File: config.mk
export PLATFORM = sky130hd
export DESIGN_NAME = event_log_arbiter
export DESIGN_NICKNAME = d
export VERILOG_FILES = /design/src/rtl/event_log_arbiter.sv
export SDC_FILE = /design/constraint.sdc
export NUM_CORES = 1
export LEC_CHECK = 0
export ABC_CLOCK_PERIOD_IN_PS = 13600
export BUFFER_PORTS_ARGS = -buffer_cell sky130_fd_sc_hd__buf_2
export CAP_MARGIN = 5
export CORE_MARGIN = 5
export CORE_UTILIZATION = 65
export DETAILED_ROUTE_END_ITERATION = 12
export GPL_TIMING_DRIVEN = 0
export PLACE_DENSITY = 0.83
export REMOVE_ABC_BUFFERS = 1
export SYNTH_ARGS = -nofsm -noshare
export SYNTH_HDL_FRONTEND = slang
export SYNTH_SLANG_ARGS = --single-unit
File: constraint.sdc
create_clock -name clk -period 13.6 [get_ports clk]
set_clock_uncertainty 0.2 [all_clocks]
set_input_delay 2.72 -clock clk [delete_from_list [all_inputs] [get_ports clk]]
set_output_delay 2.72 -clock clk [all_outputs]
set_load 0.005 [all_outputs]
File: src/rtl/event_log_arbiter.sv
// rtl/event_log_arbiter.sv - severity-aware round-robin arbiter feeding a timestamped event log FIFO
// ERROR requests pre-empt INFO; a finish sequence drains the log and latches a pass/fail verdict.
module event_log_arbiter #(
  parameter int N_SRC = 4,
  parameter int MSG_W = 16,
  parameter int TS_W  = 32,
  parameter int DEPTH = 16,
  parameter int CNT_W = 16
) (
  input  logic                       clk,
  input  logic                       rst_n,
  input  logic [N_SRC-1:0]           src_valid_i,
  input  logic [N_SRC-1:0]           src_sev_i,
  input  logic [N_SRC*MSG_W-1:0]     src_msg_i,
  output logic [N_SRC-1:0]           src_ready_o,
  output logic                       log_valid_o,
  input  logic                       log_ready_i,
  output logic [$clog2(N_SRC)-1:0]   log_src_o,
  output logic                       log_sev_o,
  output logic [MSG_W-1:0]           log_msg_o,
  output logic [TS_W-1:0]            log_ts_o,
  output logic [$clog2(DEPTH):0]     level_o,
  input  logic                       finish_i,
  input  logic                       clear_i,
  output logic                       error_seen_o,
  output logic [CNT_W-1:0]           error_cnt_o,
  output logic                       done_o,
  output logic                       pass_o
);

  localparam int SRC_W = $clog2(N_SRC);
  localparam int PTR_W = $clog2(DEPTH);
  localparam int LVL_W = PTR_W + 1;

  typedef enum logic [1:0] {ST_RUN, ST_DRAIN, ST_DONE} state_t;

  state_t                 state_q, state_d;
  logic [TS_W-1:0]        ts_q;
  logic [SRC_W-1:0]       rr_q;
  logic [SRC_W-1:0]       gnt_idx;
  logic                   gnt_found;
  logic [N_SRC-1:0]       elig;
  logic [N_SRC-1:0]       err_req;
  int                     idx;

  logic [PTR_W-1:0]       wr_ptr, rd_ptr;
  logic [LVL_W-1:0]       count;
  logic                   push, pop, cap, push_sev, err_push;
  logic [MSG_W-1:0]       push_msg;
  logic                   err_seen_q;
  logic [CNT_W-1:0]       err_cnt_q;

  logic [SRC_W-1:0]       mem_src [DEPTH];
  logic                   mem_sev [DEPTH];
  logic [MSG_W-1:0]       mem_msg [DEPTH];
  logic [TS_W-1:0]        mem_ts  [DEPTH];

  // Any pending ERROR request masks out all INFO requests for this cycle.
  always_comb begin
    err_req   = src_valid_i & src_sev_i;
    elig      = (|err_req) ? err_req : src_valid_i;
    gnt_found = 1'b0;
    gnt_idx   = '0;
    idx       = 0;
    for (int off = 0; off < N_SRC; off++) begin
      idx = int'(rr_q) + off;
      if (idx >= N_SRC) idx = idx - N_SRC;
      if (!gnt_found && elig[idx]) begin
        gnt_found = 1'b1;
        gnt_idx   = SRC_W'(idx);
      end
    end
  end

  assign log_valid_o = (count != '0);
  assign pop         = log_valid_o & log_ready_i;
  // A full log still takes a new entry when the head leaves in the same cycle.
  assign cap         = (count < LVL_W'(DEPTH)) | pop;

  always_comb begin
    src_ready_o = '0;
    if (state_q == ST_RUN && cap && gnt_found)
      src_ready_o = N_SRC'(1) << gnt_idx;
  end

  assign push     = |(src_valid_i & src_ready_o);
  assign push_sev = src_sev_i[gnt_idx];
  assign push_msg = src_msg_i[gnt_idx*MSG_W +: MSG_W];
  assign err_push = push & push_sev;

  always_ff @(posedge clk or negedge rst_n) begin
    if (!rst_n) begin
      ts_q   <= '0;
      rr_q   <= '0;
      wr_ptr <= '0;
      rd_ptr <= '0;
      count  <= '0;
    end else begin
      ts_q <= ts_q + TS_W'(1);
      if (push) begin
        rr_q   <= (gnt_idx == SRC_W'(N_SRC - 1)) ? '0 : gnt_idx + SRC_W'(1);
        wr_ptr <= wr_ptr + PTR_W'(1);
      end
      if (pop) rd_ptr <= rd_ptr + PTR_W'(1);
      if (push && !pop)      count <= count + LVL_W'(1);
      else if (!push && pop) count <= count - LVL_W'(1);
    end
  end

  always_ff @(posedge clk) begin
    if (push) begin
      mem_src[wr_ptr] <= gnt_idx;
      mem_sev[wr_ptr] <= push_sev;
      mem_msg[wr_ptr] <= push_msg;
      mem_ts[wr_ptr]  <= ts_q;
    end
  end

  // Head fields read as zero while the log is empty.
  assign log_src_o = log_valid_o ? mem_src[rd_ptr] : '0;
  assign log_sev_o = log_valid_o ? mem_sev[rd_ptr] : 1'b0;
  assign log_msg_o = log_valid_o ? mem_msg[rd_ptr] : '0;
  assign log_ts_o  = log_valid_o ? mem_ts[rd_ptr]  : '0;
  assign level_o   = count;

  // An ERROR accept in the clear cycle counts as the first event after the clear.
  always_ff @(posedge clk or negedge rst_n) begin
    if (!rst_n) begin
      err_seen_q <= 1'b0;
      err_cnt_q  <= '0;
    end else if (clear_i) begin
      err_seen_q <= err_push;
      err_cnt_q  <= err_push ? CNT_W'(1) : '0;
    end else if (err_push) begin
      err_seen_q <= 1'b1;
      if (err_cnt_q != {CNT_W{1'b1}}) err_cnt_q <= err_cnt_q + CNT_W'(1);
    end
  end

  assign error_seen_o = err_seen_q;
  assign error_cnt_o  = err_cnt_q;

  always_ff @(posedge clk or negedge rst_n) begin
    if (!rst_n) state_q <= ST_RUN;
    else        state_q <= state_d;
  end

  always_comb begin
    state_d = state_q;
    case (state_q)
      ST_RUN:   if (finish_i) state_d = ST_DRAIN;
      ST_DRAIN: if (count == '0) state_d = ST_DONE;
      ST_DONE:  state_d = ST_DONE;
      default:  state_d = ST_RUN;
    endcase
    if (clear_i) state_d = ST_RUN;
  end

  assign done_o = (state_q == ST_DONE);
  assign pass_o = (state_q == ST_DONE) & ~err_seen_q;

endmodule

==> run metrics, run 1 <==
status=completed; Final #Nets=2000; R2R depth=10; Yosys cell types=49; combinational power share=30.4%; Synth Area in Adders=0.665%; row count=85; chip height=242 um; Slew Limit Fails=0; Avg WL per Cell=32.7 um; Pwr Total=8.56 mW; post-cts resize count=0; largest net degree at the start of global routing=67; Max VDD drop=0.000158 V; Int Power=5.99 mW; Final Setup Violations=0; Initial Util=65.3%; Clk network pwr share=27.5%; DRC errors left=0; Routed Antenna Nets=0; Worst R2R Start=rr_q[1]$_DFFE_PN0P_; CP max stage delay=0.71 ns; drt total wl=87.3 mm; worst slew pin tran=1.31 ns; Power Dens Cells=212 mW/mm^2; critical path required time=10.68 ns; Synth Instances=1678; multiplexer share of the synthesized area=16.9%; H-Tree Depth=3; Worst slew margin=12.3%; largest fanout on the critical path=51; sequential area share after synthesis=74.7%; vias after detailed routing=18400; Fmax=116 MHz; Mean Syn Cell Area=20.9 sq um; crit path DAT=5.73 ns; total CTS buffers=85; core area=0.0536 sq mm; Antenna Cells=0; root buf cell=clkbuf_16; largest family of logic cells by synthesized area=multiplexers; dpl cells=2509; Net Sw Power=2.57 mW; RSZ-0062 raised after global routing=false; RePlAce Congestion=0.823; hold path depth=2; post-CTS setup buffers=0; Reg2Reg Capture Point=mem_msg[4][3]$_DFFE_PP_; top post-synthesis cells by area=edfxtp_1, mux4_2, dfrtp_1; Post-Syn Area=0.0350 sq mm; most used cell, CP=buf_2; Seq pwr share=42.1%; hold slack=0.358 ns; flops & latches, synth=882; Final Core Density=75.3%; DP Wirelength=46.7 mm; setup tns final=0 ns; Layout Cells excl Fill=2670; Synth-to-Final Area Change=15.3%; grt ovf=0; Die Area=0.0586 sq mm; Worst setup EP type=primary output; Synth Area in Compound Gates=1.14%; layout cells sized above 1=32.8%; Area after DPL=0.0376 sq mm; top-area cell type share of the netlist area=70.0%; # IOs=157; Async SR Flop Fraction=7.48%; CTS tree=yes; fill count=2766; Final Cycle Share=63.6%; initial antenna violation count=1; P_leak=13.5 nW; Port-buffer cells=156; Yosys top cell by area=edfxtp_1; slowest cell on the critical path=nand2_2; via/cell ratio=6.87; GR Util All Layers=30.2%; Clock Latency Late Sink=0.65 ns; XOR/XNOR share of the synthesized area=1.05%; switch share=30.1%; setup ws final=4.95 ns; crit start category=input pin; Hold Buf Count CTS=0; clock-pin transition on the worst setup and hold timing paths=0.06 ns; Clock Sinks=882; cell with the most instances after synthesis=edfxtp_1; vias in the first global route=19400; Syn. warnings=0; Hold Vio Cnt, Final=0; Final min period=8.65 ns; TritonRoute pass-1 iters=6; worst hold endpoint=state_q[1]$_DFFE_PN0P_; Hold Path Origin=state_q[1]$_DFFE_PN0P_; simple-gate share of the synthesized area=4.25%; r2r setup slk=7.79 ns; dpl ws=4.95 ns; CP Class=input pin to primary output; Final Instance Area=0.0403 sq mm; HP Class=flip-flop to flip-flop; iteration-0 DRC count of the detailed router=2639; ys flop type=edfxtp_1; Synth top cells by count=edfxtp_1, mux4_2, nand2_1, dfrtp_1, clkbuf_1; crit path buf inv count=3; CP top delay family=simple AND/OR/NAND/NOR gates; Max Cap Viol=0; Die W=242 um; CTS Buffer Depth=3; first-pass GRT wire length=128 mm; CP Cell Sequence=buf_2 -> a222oi_1 -> o211a_1 -> o211ai_1 -> nand2_2 -> inv_2 -> nor3_1 -> buf_2; Post-synth EDFFs=816
power groups by stage:
| stage | Sequential [mW] | Clock [mW] | Combinational, mW |
|---|---|---|---|
| after detailed placement | 3.65 | 0 | 2.55 |
| after global routing | 3.63 | 2.50 | 2.76 |
| final | 3.60 | 2.35 | 2.61 |
| after CTS | 3.61 | 2.37 | 2.61 |
| after global placement | 3.99 | 0 | 2.56 |
| after floorplan | 3.77 | 0 | 1.76 |
cells in the final DEF (no fill, tap or decap), drive strengths merged, types with 32 or more instances in the layout:
cell type,n
nor2,42
edfxtp,816
and2,53
xnor2,32
clkinv,34
mux4,255
nand2,101
dfrtp,66
clkbuf,111
buf,223
per-layer routing:
metal | global-route usage (%) | wire length, um | up-vias
met5 | 0 | 0 | -
met4 | 11.1 | 3450 | 0
met3 | 5.86 | 9310 | 226
met2 | 50.7 | 44800 | 1352
met1 | 40.5 | 29800 | 9450
li1 | - | - | 7326
worst register-to-register path: cells and delay by family (launching register included):
family                 cells  cell delay (ns)
AOI/OAI and AO/OA          3             1.49
buffers and inverters      3             1.14
DFF                        1             0.45
and+or+nand+nor            4             2.17
worst max path at each step:
stage / startpoint / endpoint / slack, ns / cells past startpoint
after floorplan: rd_ptr[0]$_DFFE_PN0P_ / log_msg_o[0] / 1.57 / 3
after global placement: src_sev_i[1] / mem_msg[3][3]$_DFFE_PP_ / -1.92 / 9
after detailed placement: src_sev_i[1] / src_ready_o[1] / 4.95 / 8
after CTS: src_sev_i[1] / src_ready_o[1] / 4.92 / 8
after global routing: src_sev_i[0] / src_ready_o[1] / 4.72 / 8
final: src_sev_i[1] / src_ready_o[1] / 4.95 / 8
flip-flops by register name, indices dropped and copies added (netlist names):
signal / flops
mem_ts: 512
mem_msg: 256
mem_src: 32
ts_q: 32
error_cnt_o: 16
mem_sev: 16
level_o: 5
rd_ptr: 4
wr_ptr: 4
rr_q: 2
state_q: 2
error_seen_o: 1
kinds of logic (layout without fill, tap and decap cells):
| group | Yosys count | after routing |
|---|---|---|
| xor gates and xnor gates | 42 | 42 |
| AOI/OAI and AO/OA | 59 | 59 |
| DFF | 882 | 882 |
| adders and majority gates | 18 | 18 |
| and+or+nand+nor | 297 | 297 |
| buffers and inverters | 108 | 404 |
| muxes | 272 | 272 |
final cells by class:
type	instances	area [sq um]	share of cell area, %
inverter	24	90.1	0.223
clock inverter	46	423	1.05
sequential	882	26200	64.9
clock buffer	110	2320	5.76
multi-input combinational	688	8540	21.2
tap	696	871	2.16
timing repair buffer	224	1920	4.76
Note: power is estimated with default switching activity, not from simulation.
==> run 2: changes to the inputs <==
- ABC_AREA: default -> 1
- ABC_CLOCK_PERIOD_IN_PS: 13600 -> 7900
- CORE_UTILIZATION: 65 -> 55
- PLACE_DENSITY: 0.83 -> 0.74
- clock period: 13.6 -> 7.9 ns (I/O delays scaled with it)
==> run metrics, run 2 <==
worst hold endpoint=error_seen_o$_DFFE_PN0P_ (was state_q[1]$_DFFE_PN0P_); Antenna Cells=0 (unchanged); row count=93 (was 85); Global Route met1 Usage=33.5% (was 40.5%); worst slew pin tran=1.24 ns (was 1.31 ns); first-pass GRT wire length=136 mm (was 128 mm); Most Used Layer, Global Route=met2 (unchanged); largest fanout on the critical path=147 (was 51); chip height=266 um (was 242 um); CP Cell Sequence=buf_16 -> buf_16 -> inv_8 -> buf_16 -> o21ai_0 -> o221ai_1 -> nand3_1 -> a21oi_1 -> buf_2 (was buf_2 -> a222oi_1 -> o211a_1 -> o211ai_1 -> nand2_2 -> inv_2 -> nor3_1 -> buf_2); Synth top cells by count=edfxtp_1, nor2_1, o21ai_0, clkbuf_1, o221ai_1 (was edfxtp_1, mux4_2, nand2_1, dfrtp_1, clkbuf_1); Reg2Reg Capture Point=mem_ts[0][27]$_DFFE_PP_ (was mem_msg[4][3]$_DFFE_PP_); RePlAce Congestion=0.832 (was 0.823); post-cts resize count=0 (unchanged); clock-pin transition on the worst setup and hold timing paths=0.06 ns (about the same); Largest register FFs=512 (unchanged); Hold Buf Count CTS=0 (unchanged); cell with the most instances after synthesis=edfxtp_1 (unchanged); crit path buf inv count=5 (was 3); initial antenna violation count=2 (was 1); ys flop type=edfxtp_1 (unchanged); M3 GR Usage=3.70% (was 5.86%); crit start category=flip-flop (was input pin); Fmax=172 MHz; Yosys cell types=48 (was 49); commonest cells after routing, fill and taps aside=edfxtp_1, nor2_1, o21ai_0 (was edfxtp_1, mux4_2, buf_2); Slew Limit Fails=0 (unchanged); Final #Nets=2937 (was 2000); Worst setup EP type=primary output (unchanged); Worst R2R Start=rr_q[0]$_DFFE_PN0P_ (was rr_q[1]$_DFFE_PN0P_); Hold Vio Cnt, Final=0 (unchanged); core area=0.0647 sq mm (was 0.0536 sq mm); layout cells sized above 1=13.8% (was 32.8%); Worst Setup SP=rd_ptr[1]$_DFFE_PN0P_ (was src_sev_i[1]); Synth-to-Final Area Change=14.1% (was 15.3%); most used cell, CP=buf_16 (was buf_2); fill count=4534 (was 2766); DRC errors left=0 (unchanged); Hold Path Origin=error_seen_o$_DFFE_PN0P_ (was state_q[1]$_DFFE_PN0P_); root buf cell=clkbuf_16 (unchanged); Yosys top cell by area=edfxtp_1 (unchanged); top post-synthesis cells by area=edfxtp_1, o21ai_0, nor2_1 (was edfxtp_1, mux4_2, dfrtp_1); met2 Usage GRT=41.7% (was 50.7%); post-CTS setup buffers=0 (unchanged); H-Tree Depth=3 (unchanged); dpl ws=1.50 ns (was 4.95 ns); CTS tree=yes (unchanged); Max Cap Viol=0 (unchanged); HP Class=flip-flop to flip-flop (unchanged); sequential area share after synthesis=72.6% (was 74.7%); TritonRoute pass-1 iters=6 (unchanged); Syn. warnings=0 (unchanged); via/cell ratio=6.37 (was 6.87); Worst slew margin=15.0% (was 12.3%); most flop-heavy register=mem_ts (unchanged); Post-Syn Area=0.0360 sq mm (was 0.0350 sq mm); Async SR Flop Fraction=7.48% (unchanged); drt total wl=89.5 mm (was 87.3 mm); area of the multi-input gates=0.00902 sq mm (was 0.00854 sq mm); R2R depth=15 (was 10); Final Core Density=63.6% (was 75.3%); vias after detailed routing=23900 (was 18400); Avg WL per Cell=23.8 um (was 32.7 um); top-area cell type share of the netlist area=68.0% (was 70.0%); Final Setup Violations=0 (unchanged); iteration-0 DRC count of the detailed router=2833 (was 2639); Max VDD drop=0.000569 V (was 0.000158 V); DP Wirelength=49.8 mm (was 46.7 mm); Clock Sinks=882 (unchanged); biggest regs=mem_ts x512, mem_msg x256 (unchanged); Port-buffer cells=156 (unchanged); r2r setup slk=2.67 ns (was 7.79 ns); total CTS buffers=83 (was 85); Synth Instances=2734 (was 1678); Die W=266 um (was 242 um); GR Util All Layers=24.7% (was 30.2%); hold path depth=2 (unchanged); slowest cell on the critical path=dfrtp_4 (was nand2_2); P_leak=13.9 nW (was 13.5 nW); CTS Buffer Depth=3 (unchanged); Initial Util=55.7% (was 65.3%); flops & latches, synth=882 (unchanged); # IOs=157 (unchanged); commonest non-fill, non-tap cell in the layout=edfxtp_1 (unchanged); Routed Antenna Nets=0 (unchanged); register area=0.0262 sq mm (unchanged); vias in the first global route=24000 (was 19400); critical path required time=6.12 ns (was 10.68 ns); Final Cycle Share=73.7%; Clock Latency Late Sink=0.63 ns (was 0.65 ns); RSZ-0062 raised after global routing=false (unchanged); Die Area=0.0708 sq mm (was 0.0586 sq mm); Final min period=5.83 ns; Power Dens Cells=417 mW/mm^2 (was 212 mW/mm^2); grt ovf=0 (unchanged); CP max stage delay=0.72 ns (was 0.71 ns); crit path DAT=4.05 ns (was 5.73 ns); Post-synth EDFFs=816 (unchanged); Mean Syn Cell Area=13.2 sq um (was 20.9 sq um); CP top delay family=buffers and inverters (was simple AND/OR/NAND/NOR gates); status=completed (unchanged); largest net degree at the start of global routing=174 (was 67); setup ws final=2.07 ns (was 4.95 ns); CP Class=flip-flop to primary output (was input pin to primary output)
==> run 2: cell type report <==
| type | count | area share [%] |
|---|---|---|
| multi-input combinational | 1598 | 21.9 |
| sequential | 882 | 63.6 |
| clock inverter | 33 | 0.648 |
| timing repair buffer | 209 | 4.87 |
| inverter | 68 | 0.672 |
| tap | 855 | 2.60 |
| clock buffer | 112 | 5.67 |
==> run 2: layer usage <==
metal / routed length, um / up-vias
met3: 8190 / 192
met4: 2380 / 2
met2: 44100 / 1287
met1: 34800 / 11900
met5: 17 / -
li1: - / 10500
==> run 2: worst reg2reg max path: stages, from the launching register on <==
cell and delay (ns):
dfrtp_1 0.50, inv_1 0.37, nand3_2 0.17, nand2_1 0.09
nand2_1 0.07, nand2_2 0.15, nand2_1 0.07, nand2_1 0.11
nand2_2 0.09, nand2_4 0.58, nand2_1 0.14, o211ai_2 0.54
nand2_1 0.44, nor2_4 0.83, buf_12 0.29, buf_12 0.23
==> run 2: logic make-up after synthesis <==
logic type,synth area share [%]
DFF,72.6
AOI/OAI and AO/OA,12.7
and+or+nand+nor,8.87
buffers and inverters,2.76
muxes,1.33
xor gates and xnor gates,1.09
adders and majority gates,0.646
==> run 2: power breakdown <==
group / total (mW) / internal [mW] / switching (mW)
clock: 3.83 / 2.19 / 1.64
sequential: 6.83 / 6.50 / 0.330
combinational: 6.48 / 1.99 / 4.49
==> run 2: through the flow <==
stage	area, sq um	total power [mW]	TNS (ns)	hold slack (ns)	std cells
after floorplan	35300	10.8	-525.89	0.298	2548
after CTS	41100	17.1	0	0.331	3756
final	41100	17.1	0	0.327	3757
after detailed placement	38500	13.3	0	0.313	3611
after global placement	37200	12.7	-2999.02	0.302	3559
after global routing	41100	17.9	0	0.347	3757
==> run 2: worst max path at each step <==
stage / end / cells past startpoint
5_1_grt: log_ts_o[4] / 9
4_1_cts: log_ts_o[4] / 9
6_report: log_ts_o[28] / 9
3_3_place_gp: log_ts_o[12] / 6
2_1_floorplan: log_msg_o[0] / 5
3_5_place_dp: mem_ts[0][27]$_DFFE_PP_ / 16
